File: config.mk
export PLATFORM = sky130hd
export DESIGN_NAME = apb_memif_xbar_flat
export DESIGN_NICKNAME = d
export VERILOG_FILES = /design/src/rtl/apb_memif_pkg.sv /design/src/rtl/apb_memif_xbar_if.sv /design/src/rtl/apb_memif_decode.sv /design/src/rtl/apb_memif_xbar.sv /design/src/flat_wrapper.sv
export SDC_FILE = /design/constraint.sdc
export NUM_CORES = 1
export LEC_CHECK = 0
export ABC_AREA = 1
export CORE_AREA = 2 2 123 125
export CTS_CLUSTER_SIZE = 12
export DETAILED_ROUTE_END_ITERATION = 16
export DIE_AREA = 0 0 125 127
export MAX_ROUTING_LAYER = met4
export PLACE_DENSITY_LB_ADDON = 0.3
export SLEW_MARGIN = 15
export SYNTH_ARGS = -nofsm -noshare
export SYNTH_HDL_FRONTEND = slang
export SYNTH_SLANG_ARGS = --single-unit
File: constraint.sdc
create_clock -name clk_i -period 5.1 [get_ports clk_i]
set_clock_uncertainty 0.15 [all_clocks]
set_input_delay 1.02 -clock clk_i [delete_from_list [all_inputs] [get_ports clk_i]]
set_output_delay 1.02 -clock clk_i [all_outputs]
set_load 0.05 [all_outputs]
File: src/rtl/apb_memif_pkg.sv
// Shared types, default parameters and width helpers for the APB multi-channel
// memory bridge.
package apb_memif_pkg;

    typedef enum logic [1:0] {
        IDLE = 2'd0,
        WAIT = 2'd1,
        DONE = 2'd2
    } state_e;

    localparam int DEF_ADDR_WIDTH = 32;
    localparam int DEF_DATA_WIDTH = 32;
    localparam int DEF_NUM_CH     = 4;
    localparam int DEF_CH_AW      = 12;
    localparam int DEF_TIMEOUT    = 16;

    // Channel index width, kept at least one bit so a single-channel build still has a vector.
    function automatic int idx_w(input int num_ch);
        return (num_ch > 1) ? $clog2(num_ch) : 1;
    endfunction

    function automatic int timer_w(input int timeout);
        return (timeout > 0) ? $clog2(timeout + 1) : 1;
    endfunction

endpackage

File: src/rtl/apb_memif_xbar_if.sv
// APB slave port plus the shared/per-channel memory-side signals of the bridge.
interface apb_memif_xbar_if
    import apb_memif_pkg::*;
#(
    parameter int ADDR_WIDTH = DEF_ADDR_WIDTH,
    parameter int DATA_WIDTH = DEF_DATA_WIDTH,
    parameter int NUM_CH     = DEF_NUM_CH
);

    logic                                  psel_i;
    logic                                  penable_i;
    logic                                  pwrite_i;
    logic [ADDR_WIDTH-1:0]                 paddr_i;
    logic [DATA_WIDTH-1:0]                 pwdata_i;
    logic [DATA_WIDTH/8-1:0]               pstrb_i;
    logic                                  pready_o;
    logic                                  pslverr_o;
    logic [DATA_WIDTH-1:0]                 prdata_o;

    logic [NUM_CH-1:0]                     mreq_o;
    logic [ADDR_WIDTH-1:0]                 maddr_o;
    logic                                  mwe_o;
    logic [DATA_WIDTH-1:0]                 mwdata_o;
    logic [DATA_WIDTH/8-1:0]               mstrb_o;
    logic [NUM_CH-1:0]                     mack_i;
    logic [NUM_CH-1:0][DATA_WIDTH-1:0]     mrdata_i;
    logic [NUM_CH-1:0]                     mresp_i;

    modport slave (
        input  psel_i, penable_i, pwrite_i, paddr_i, pwdata_i, pstrb_i,
        output pready_o, pslverr_o, prdata_o,
        output mreq_o, maddr_o, mwe_o, mwdata_o, mstrb_o,
        input  mack_i, mrdata_i, mresp_i
    );

    modport master (
        output psel_i, penable_i, pwrite_i, paddr_i, pwdata_i, pstrb_i,
        input  pready_o, pslverr_o, prdata_o,
        input  mreq_o, maddr_o, mwe_o, mwdata_o, mstrb_o,
        output mack_i, mrdata_i, mresp_i
    );

endinterface

File: src/rtl/apb_memif_decode.sv
// Address decoder: splits an APB address into channel index, in-window offset
// and a hit flag for the mapped channel windows.
module apb_memif_decode
    import apb_memif_pkg::*;
#(
    parameter int ADDR_WIDTH = DEF_ADDR_WIDTH,
    parameter int NUM_CH     = DEF_NUM_CH,
    parameter int CH_AW      = DEF_CH_AW
) (
    input  logic [ADDR_WIDTH-1:0]      paddr,
    output logic                       hit,
    output logic [idx_w(NUM_CH)-1:0]   ch,
    output logic [ADDR_WIDTH-1:0]      laddr
);

    localparam int IW = idx_w(NUM_CH);
    localparam int FW = $clog2(NUM_CH);

    always_comb begin
        // With one channel there is no index field; every bit above the window must be zero.
        ch    = (FW == 0) ? '0 : paddr[CH_AW +: IW];
        hit   = ((paddr >> (CH_AW + FW)) == '0) &&
                ({{(32-IW){1'b0}}, ch} < 32'(NUM_CH));
        laddr = ADDR_WIDTH'(paddr[CH_AW-1:0]);
    end

endmodule

File: src/rtl/apb_memif_xbar.sv
// APB slave bridging single accesses onto NUM_CH request/acknowledge memory
// channels, with decode-miss and timeout error responses.
module apb_memif_xbar
    import apb_memif_pkg::*;
#(
    parameter int ADDR_WIDTH = DEF_ADDR_WIDTH,
    parameter int DATA_WIDTH = DEF_DATA_WIDTH,
    parameter int NUM_CH     = DEF_NUM_CH,
    parameter int CH_AW      = DEF_CH_AW,
    parameter int TIMEOUT    = DEF_TIMEOUT
) (
    input  logic             clk_i,
    input  logic             arst_ni,
    apb_memif_xbar_if.slave  bus
);

    localparam int IW = idx_w(NUM_CH);
    localparam int TW = timer_w(TIMEOUT);

    state_e                state, state_nxt;
    logic [IW-1:0]         ch_q, dec_ch, sel_ch;
    logic                  dec_hit;
    logic [ADDR_WIDTH-1:0] dec_addr;
    logic [TW-1:0]         timer_q;
    logic [DATA_WIDTH-1:0] prdata_q, cap_data;
    logic                  pslverr_q, cap_err, cap_en, tmr_clr;
    logic                  access, ack, expired;
    logic [NUM_CH-1:0]     mreq;

    apb_memif_decode #(
        .ADDR_WIDTH (ADDR_WIDTH),
        .NUM_CH     (NUM_CH),
        .CH_AW      (CH_AW)
    ) u_decode (
        .paddr (bus.paddr_i),
        .hit   (dec_hit),
        .ch    (dec_ch),
        .laddr (dec_addr)
    );

    // Reset gates the access so no request pulse leaks out while the bridge is held in reset.
    assign access  = bus.psel_i & bus.penable_i & arst_ni;
    assign sel_ch  = (state == IDLE) ? dec_ch : ch_q;
    assign ack     = bus.mack_i[sel_ch];
    assign expired = (TIMEOUT > 0) && (timer_q == TW'(TIMEOUT - 1));

    always_ff @(posedge clk_i or negedge arst_ni) begin
        if (!arst_ni) state <= IDLE;
        else          state <= state_nxt;
    end

    always_comb begin
        state_nxt = state;
        case (state)
            IDLE:    if (access) state_nxt = (dec_hit && !ack) ? WAIT : DONE;
            WAIT:    if (ack || expired) state_nxt = DONE;
            DONE:    state_nxt = IDLE;
            default: state_nxt = IDLE;
        endcase
    end

    always_comb begin
        mreq     = '0;
        cap_en   = 1'b0;
        cap_err  = 1'b0;
        cap_data = '0;
        tmr_clr  = 1'b0;
        case (state)
            IDLE: begin
                if (access) begin
                    tmr_clr = 1'b1;
                    if (dec_hit) begin
                        mreq[dec_ch] = 1'b1;
                        if (ack) begin
                            cap_en   = 1'b1;
                            cap_err  = bus.mresp_i[sel_ch];
                            cap_data = bus.mrdata_i[sel_ch];
                        end
                    end else begin
                        cap_en  = 1'b1;
                        cap_err = 1'b1;
                    end
                end
            end
            WAIT: begin
                // An acknowledge arriving in the expiry cycle takes priority over the timeout.
                if (ack) begin
                    cap_en   = 1'b1;
                    cap_err  = bus.mresp_i[sel_ch];
                    cap_data = bus.mrdata_i[sel_ch];
                end else if (expired) begin
                    cap_en  = 1'b1;
                    cap_err = 1'b1;
                end
            end
            default: ;
        endcase
    end

    always_ff @(posedge clk_i or negedge arst_ni) begin
        if (!arst_ni) begin
            ch_q      <= '0;
            timer_q   <= '0;
            prdata_q  <= '0;
            pslverr_q <= 1'b0;
        end else begin
            if (state == IDLE && access && dec_hit) ch_q <= dec_ch;
            if (tmr_clr)                                timer_q <= '0;
            else if (state == WAIT && timer_q != '1)    timer_q <= timer_q + 1'b1;
            if (cap_en) begin
                prdata_q  <= cap_data;
                pslverr_q <= cap_err;
            end
        end
    end

    assign bus.pready_o  = (state == DONE);
    assign bus.pslverr_o = pslverr_q;
    assign bus.prdata_o  = prdata_q;
    assign bus.mreq_o    = mreq;
    assign bus.maddr_o   = dec_addr;
    assign bus.mwe_o     = bus.pwrite_i;
    assign bus.mwdata_o  = bus.pwdata_i;
    assign bus.mstrb_o   = bus.pstrb_i;

endmodule

File: src/flat_wrapper.sv
// flat-port wrapper written by rule: the top's interface ports become plain ports
module apb_memif_xbar_flat import apb_memif_pkg::*;
#(
    parameter int ADDR_WIDTH = DEF_ADDR_WIDTH,
    parameter int DATA_WIDTH = DEF_DATA_WIDTH,
    parameter int NUM_CH     = DEF_NUM_CH,
    parameter int CH_AW      = DEF_CH_AW,
    parameter int TIMEOUT    = DEF_TIMEOUT
)
  (clk_i, arst_ni, bus_psel_i, bus_penable_i, bus_pwrite_i, bus_paddr_i, bus_pwdata_i, bus_pstrb_i, bus_pready_o, bus_pslverr_o, bus_prdata_o, bus_mreq_o, bus_maddr_o, bus_mwe_o, bus_mwdata_o, bus_mstrb_o, bus_mack_i, bus_mrdata_i, bus_mresp_i);
  apb_memif_xbar_if #(.ADDR_WIDTH(ADDR_WIDTH), .DATA_WIDTH(DATA_WIDTH), .NUM_CH(NUM_CH)) bus_i ();
  input  logic clk_i;
  input  logic arst_ni;
  input wire logic [$bits(bus_i.psel_i)-1:0] bus_psel_i;
  input wire logic [$bits(bus_i.penable_i)-1:0] bus_penable_i;
  input wire logic [$bits(bus_i.pwrite_i)-1:0] bus_pwrite_i;
  input wire logic [$bits(bus_i.paddr_i)-1:0] bus_paddr_i;
  input wire logic [$bits(bus_i.pwdata_i)-1:0] bus_pwdata_i;
  input wire logic [$bits(bus_i.pstrb_i)-1:0] bus_pstrb_i;
  output wire logic [$bits(bus_i.pready_o)-1:0] bus_pready_o;
  output wire logic [$bits(bus_i.pslverr_o)-1:0] bus_pslverr_o;
  output wire logic [$bits(bus_i.prdata_o)-1:0] bus_prdata_o;
  output wire logic [$bits(bus_i.mreq_o)-1:0] bus_mreq_o;
  output wire logic [$bits(bus_i.maddr_o)-1:0] bus_maddr_o;
  output wire logic [$bits(bus_i.mwe_o)-1:0] bus_mwe_o;
  output wire logic [$bits(bus_i.mwdata_o)-1:0] bus_mwdata_o;
  output wire logic [$bits(bus_i.mstrb_o)-1:0] bus_mstrb_o;
  input wire logic [$bits(bus_i.mack_i)-1:0] bus_mack_i;
  input wire logic [$bits(bus_i.mrdata_i)-1:0] bus_mrdata_i;
  input wire logic [$bits(bus_i.mresp_i)-1:0] bus_mresp_i;
  assign bus_i.psel_i = bus_psel_i;
  assign bus_i.penable_i = bus_penable_i;
  assign bus_i.pwrite_i = bus_pwrite_i;
  assign bus_i.paddr_i = bus_paddr_i;
  assign bus_i.pwdata_i = bus_pwdata_i;
  assign bus_i.pstrb_i = bus_pstrb_i;
  assign bus_pready_o = bus_i.pready_o;
  assign bus_pslverr_o = bus_i.pslverr_o;
  assign bus_prdata_o = bus_i.prdata_o;
  assign bus_mreq_o = bus_i.mreq_o;
  assign bus_maddr_o = bus_i.maddr_o;
  assign bus_mwe_o = bus_i.mwe_o;
  assign bus_mwdata_o = bus_i.mwdata_o;
  assign bus_mstrb_o = bus_i.mstrb_o;
  assign bus_i.mack_i = bus_mack_i;
  assign bus_i.mrdata_i = bus_mrdata_i;
  assign bus_i.mresp_i = bus_mresp_i;
  apb_memif_xbar #(.ADDR_WIDTH(ADDR_WIDTH), .DATA_WIDTH(DATA_WIDTH), .NUM_CH(NUM_CH), .CH_AW(CH_AW), .TIMEOUT(TIMEOUT)) u_core (.clk_i(clk_i), .arst_ni(arst_ni), .bus(bus_i));
endmodule
# Yosys cells after proc, flatten, opt, wreduce, memory -nomap -nowiden
# Cells that the tools add are included.
dict set report word_totals {
  regBits 42
  input_bits 209
  output_inout_bits 107
  word_cells 63
}
dict set report classes {
  add_sub_neg 1
  magnitude_cmp 3
  eq_ne 6
  mux 35
  bitwise_logic 2
  reduce_logical 11
}
# operator count
set op_table {}
lappend op_table {{$mux W32} 4}
lappend op_table {{$bmux W32 S2} 1}
lappend op_table {{$pmux W32 S2} 1}
lappend op_table {{$logic_not A32 Y1} 1}
lappend op_table {{$mux W1} 14}
lappend op_table {{$mux W4} 3}
lappend op_table {{$mux W5} 2}
lappend op_table {{$mux W2} 4}
lappend op_table {{$lt A2 B3 Y1 const B} 2}
lappend op_table {{$add A5 B1 Y5 const B} 1}
lappend op_table {{$eq A5 B4 Y1 const B} 1}
lappend op_table {{$logic_and A1 B1 Y1} 5}
lappend op_table {{$ne A5 B5 Y1 const B} 1}
lappend op_table {{$bmux W1 S2} 2}
lappend op_table {{$ne A2 B1 Y1 const B} 2}
lappend op_table {{$pmux W1 S2} 2}
lappend op_table {{$pmux W2 S2} 1}
lappend op_table {{$and A1 B1 Y1} 2}
lappend op_table {{$demux W1 S2} 1}
lappend op_table {{$eq A2 B1 Y1 const B} 1}
lappend op_table {{$eq A2 B2 Y1 const B} 1}
lappend op_table {{$ge A2 B1 Y1 const B} 1}
lappend op_table {{$logic_not A2 Y1} 1}
lappend op_table {{$reduce_and A2 Y1} 1}
lappend op_table {{3 further kinds} 3}

# Depth between registers and ports, before layout
dict set report logic_depth {
  ltp_word 9
  depth_mapped 12
  mapped_depth_nobuf 11
}

# By module
# A second synthesis with hierarchy kept.
dict set report hier_totals {
  hier_cells 538
  hier_area_um2 3601.0
}
# module n_inst cells_per_inst area_each_um2 seq_area_each_um2
set by_module_without_submodules {}
lappend by_module_without_submodules {apb_memif_xbar 1 487 3275.6 1051.0}
lappend by_module_without_submodules {apb_memif_decode 1 51 325.3 0.0}

# Worst setup path after synthesis
# No wires, ideal clock.
dict set report synth_path {
  path_type {input-to-output}
  from {input bus_paddr_i[25]}
  to {output bus_mreq_o[0]}
  arrival_ps 2559
  t_required_ps 3930
  slack_ps 1371
  path_stages 7
  path_buffers 0
  path_cell_list {nor2_1 -> nand2_1 -> nor2_1 -> nand2_1 -> nor2_1 -> nand2_1 -> nor3_1}
}
dict set report synth_between {
  elab_chain_len 4
}
# item line_no
set synth_rtl {}
lappend synth_rtl {{start: declaration} flat_wrapper.sv:17} ;# input wire logic [$bits(bus_i.paddr_i)-1:0] bus_paddr_i;
lappend synth_rtl {{$logic_not A32 Y1} apb_memif_decode.sv:22} ;# hit = ((paddr >> (CH_AW + FW)) == '0) &&
lappend synth_rtl {{$mux W4} apb_memif_xbar.sv:72} ;# if (dec_hit) begin
lappend synth_rtl {{$mux W4} apb_memif_xbar.sv:70} ;# if (access) begin
lappend synth_rtl {{$mux W4} apb_memif_xbar.sv:68} ;# case (state)
lappend synth_rtl {{end: declaration} flat_wrapper.sv:23} ;# output wire logic [$bits(bus_i.mreq_o)-1:0] bus_mreq_o;
# No other way between the ends.

# Worst setup path in the final report
dict set report layout_path {
  from {input bus_paddr_i[27]}
  to {output bus_mreq_o[3]}
}
# Same word-level chain as after synthesis.

==> summary.log <==
INFO  status         outcome=completed
INFO  logic_synthesis synth_top_area_cell=dfrtp_1
INFO  placed_design  placement.io_buffers=197
INFO  cells_and_area seqCellArea=1050um2
INFO  clock_network  insertion_delay=0.28ns
INFO  sta            finalHoldViolations=0
INFO  worst_setup_path biggest_fanout_along_the_worst_timing_path=4
INFO  logic_synthesis post_synth.cell_area_avg=6.71um2
INFO  sta            fmax=231MHz
INFO  route          detail_route.iter0.violations=133
INFO  clock_network  clockBufferDepth=2
INFO  min_path       min_path_cells=2
INFO  worst_setup_path critPathLaunch=bus_paddr_i[27]
INFO  worst_setup_path critical_path.endpoint=bus_mreq_o[3]
INFO  logic_synthesis synth_warnings=0
INFO  placed_design  postPlaceCellArea=5040um2
INFO  sta            worst_slew_pin_slew=0.721ns
INFO  clock_network  cts_made_buffers=5
INFO  cells_and_area post_layout_cell_count=821
INFO  sta            report.final.setup_viol=0
INFO  die            core_area=14,400um2
INFO  die            placement_rows=44
INFO  min_path       worstHoldPathType=reg2reg
INFO  worst_setup_path setup.worst_path.class=in2out
INFO  power          power_density=192nW/um2
INFO  global_route   first_pass_grt_wire_length=18.8mm
INFO  route          first_pass_iters=4
INFO  die            die_x=125um
INFO  worst_setup_path r2r_end=u_core.bus.prdata_o[31]$_DFFE_PN0P_
INFO  clock_network  tritoncts=built
INFO  worst_setup_path launching_point_of_the_worst_reg2reg_path=u_core.timer_q[1]$_DFFE_PN0P_
INFO  flow_run       maxCapViolations=0
INFO  clock_network  clkSinkCount=42
INFO  worst_setup_path critical_path.endpoint_type=output port
INFO  worst_setup_path arrival=3.17ns
INFO  cells_and_area final_layout_size_suffix_gt1_share=3.77%
INFO  power          share_seq_of_total_power=33.9%
INFO  route          routed_wirelength=12.0mm
INFO  placed_design  dpl.cell_count=813
INFO  worst_setup_path worst-r2r-cell-count=9
INFO  global_route   antenna_found_initial=0
INFO  power          p_comb_share=30.2%
INFO  power          p_switching=0.283mW
INFO  sta            period_minus_slack=4.34ns
INFO  power          power.clock.fraction=35.9%
INFO  cells_and_area n_fill_cell=1,518
INFO  sta            max_slew_margin=51.8%
INFO  sta            setup_total_negative_slack=0ns
INFO  cells_and_area final_cell_area=5210um2
INFO  clock_network  htree_levels=2
INFO  route          dr_total_vias=3,771
INFO  cells_and_area antennaDiodeCount=0
INFO  route          detail_route.vias_per_cell=4.59
INFO  sta            report.final.slew_viol_count=0
INFO  global_route   grt_overflow_total=0
INFO  route          wl_per_cell=14.6um
INFO  logic_synthesis synthCells=507
INFO  route          drt_drc_violations_left=0
INFO  worst_setup_path crit_required=3.93ns
INFO  sta            unrepaired_setup_endpoints_after_global_routing=no
INFO  logic_synthesis synth.cell_area=3400um2
INFO  power          p_sw_share=28.2%
INFO  cells_and_area area_delta_synth_final=53.2%
INFO  clock_network  clkSlewWorstSetupHoldPaths=0.06ns
INFO  logic_synthesis number_of_synthesized_flops_with_an_enable_pin=0
INFO  worst_setup_path ff2ff_setup_slack=2.86ns
INFO  placed_design  place_hpwl=8.81mm
INFO  power          vdd_drop_max=0.111mV
INFO  power          totalPowerFinal=1.00mW
INFO  die            io_pins=316
INFO  logic_synthesis yosys_most_used_dff=dfrtp_1
INFO  global_route   first_global_vias=3,888
INFO  cells_and_area multi_input_comb_area=1690um2
INFO  logic_synthesis synth_area_leaders=dfrtp_1 31%, buf_4 16%, nand2_1 10%
INFO  global_route   grt_use_total=14.8%
INFO  power          p_leak=2.29nW
INFO  logic_synthesis ys_ff_latch=42
INFO  power          internal_power=0.720mW
INFO  clock_network  cts_hold_buffers=0
INFO  clock_network  cts_resized=0
INFO  die            fp.dieArea=15,900um2
INFO  global_route   grt_max_degree=67
INFO  logic_synthesis unique_masters_post_synth=22
INFO  cells_and_area layout_net_count=848
INFO  logic_synthesis seq_area_frac_synth=30.9%
INFO  route          drtAntennaViolNets=0
INFO  die            initial_core_util=23.6%
INFO  sta            final_min_period_over_clock_period=85.1%
INFO  logic_synthesis share_of_flip_flops_with_an_asynchronous_set_or_reset=100%
INFO  clock_network  cts.root.buffer_cell=clkbuf_16
INFO  placed_design  gp_congestion=0.834
INFO  die            die_boundary_height=127um
INFO  logic_synthesis synth_largest_type_area_fraction=30.9%
INFO  worst_setup_path critical_path.startpoint_type=primary input
INFO  clock_network  postCtsSetupBuffers=0
metrics by stage:
| stage | utilization, % | setup slack [ns] | hold slack [ns] |
|---|---|---|---|
| 2_1_floorplan | - | 1.37 | 0.345 |
| 3_3_place_gp | 35.0 | 0.778 | 0.335 |
| 3_5_place_dp | 35.0 | 0.771 | 0.340 |
| 4_1_cts | 36.1 | 0.765 | 0.356 |
| 5_1_grt | 36.1 | 0.547 | 0.373 |
| 6_report | 36.1 | 0.762 | 0.351 |
sequential cells by signal, indices dropped and copies added (netlist names):
name,flops
u_core.bus.pslverr_o,1
u_core.bus.prdata_o,32
u_core.state,2
u_core.ch_q,2
u_core.timer_q,5
placed cells by master, fill, tap and decap left out, drive strengths merged:
cell type      netlist  routed
clkdlybuf4s50        0     196
nand2               98      98
nor2                83      83
o21ai               71      71
nand3               46      46
dfrtp               42      42
o22ai               33      33
inv                 22      22
conb                 1      20
clkbuf               9       7
buf                 89       5
nor3                 4       4
ha                   3       3
and2                 2       2
a21oi                2       2
nand4                2       2
bufinv               0       1
logic make-up (layout without fill, tap and decap cells):
group	Yosys count	count (layout)	share of synthesized area, %
other	1	20	0.110
DFF	42	42	30.9
and+or+nand+nor	235	235	29.1
adders and majority gates	3	3	1.10
AOI/OAI and AO/OA	106	106	17.0
buffers and inverters	120	231	21.8
worst max-delay path: stages:
cell and delay (ns):
clkdlybuf4s50_1 0.40, nor2_1 0.11, nand2_1 0.05, nor2_1 0.10, nand2_1 0.07, nor2_1 0.13, nand2_1 0.14, inv_1 0.12
nand2_1 0.08, nor2_1 0.11, clkdlybuf4s50_1 0.82
how the worst min path moves through the flow:
stage / start / end / slack [ns]
finish: u_core.bus.prdata_o[27]$_DFFE_PN0P_ / u_core.bus.prdata_o[27]$_DFFE_PN0P_ / 0.35
global route: u_core.bus.prdata_o[27]$_DFFE_PN0P_ / u_core.bus.prdata_o[27]$_DFFE_PN0P_ / 0.37
CTS: u_core.bus.prdata_o[27]$_DFFE_PN0P_ / u_core.bus.prdata_o[27]$_DFFE_PN0P_ / 0.36
detailed placement: u_core.bus.prdata_o[27]$_DFFE_PN0P_ / u_core.bus.prdata_o[27]$_DFFE_PN0P_ / 0.34
global placement: u_core.bus.prdata_o[3]$_DFFE_PN0P_ / u_core.bus.prdata_o[3]$_DFFE_PN0P_ / 0.33
floorplan: u_core.timer_q[1]$_DFFE_PN0P_ / u_core.timer_q[1]$_DFFE_PN0P_ / 0.34
power groups by stage:
stage                     sequential [mW]  combinational [mW]  clock, mW
after CTS                           0.339               0.306      0.377
after global placement              0.345               0.300          0
after floorplan                     0.357               0.246          0
after global routing                0.340               0.332      0.387
after detailed placement            0.346               0.305          0
final                               0.339               0.303      0.360
layout make-up:
class / instances / area share (%)
sequential: 42 / 20.2
tap: 184 / 4.42
timing repair buffer: 201 / 38.3
clock inverter: 1 / 0.576
clock buffer: 7 / 2.55
inverter: 22 / 1.58
multi-input combinational: 364 / 32.4
routing by layer:
layer  track usage [%]  wire (um)  vias to the layer above
met1              17.1       5000                     1722
met2              26.3       5770                      176
met3              2.14        889                       33
met4              5.36        319                        0
li1                  -          -                     1840
met5                 -          0                        -
synth_stat cells, types with 2 or more instances:
| library cell | instances |
|---|---|
| nor2_1 | 82 |
| o21ai_2 | 2 |
| clkbuf_1 | 9 |
| inv_1 | 20 |
| nand2_1 | 94 |
| buf_4 | 72 |
| a21oi_1 | 2 |
| nand2_2 | 4 |
| dfrtp_1 | 42 |
| nand3_2 | 2 |
| nand3_1 | 44 |
| buf_2 | 17 |
| nor3_1 | 4 |
| o21ai_0 | 69 |
| o22ai_1 | 33 |
| inv_2 | 2 |
| ha_1 | 3 |
| and2_0 | 2 |
No activity file was read; power rests on OpenSTA's default activity.
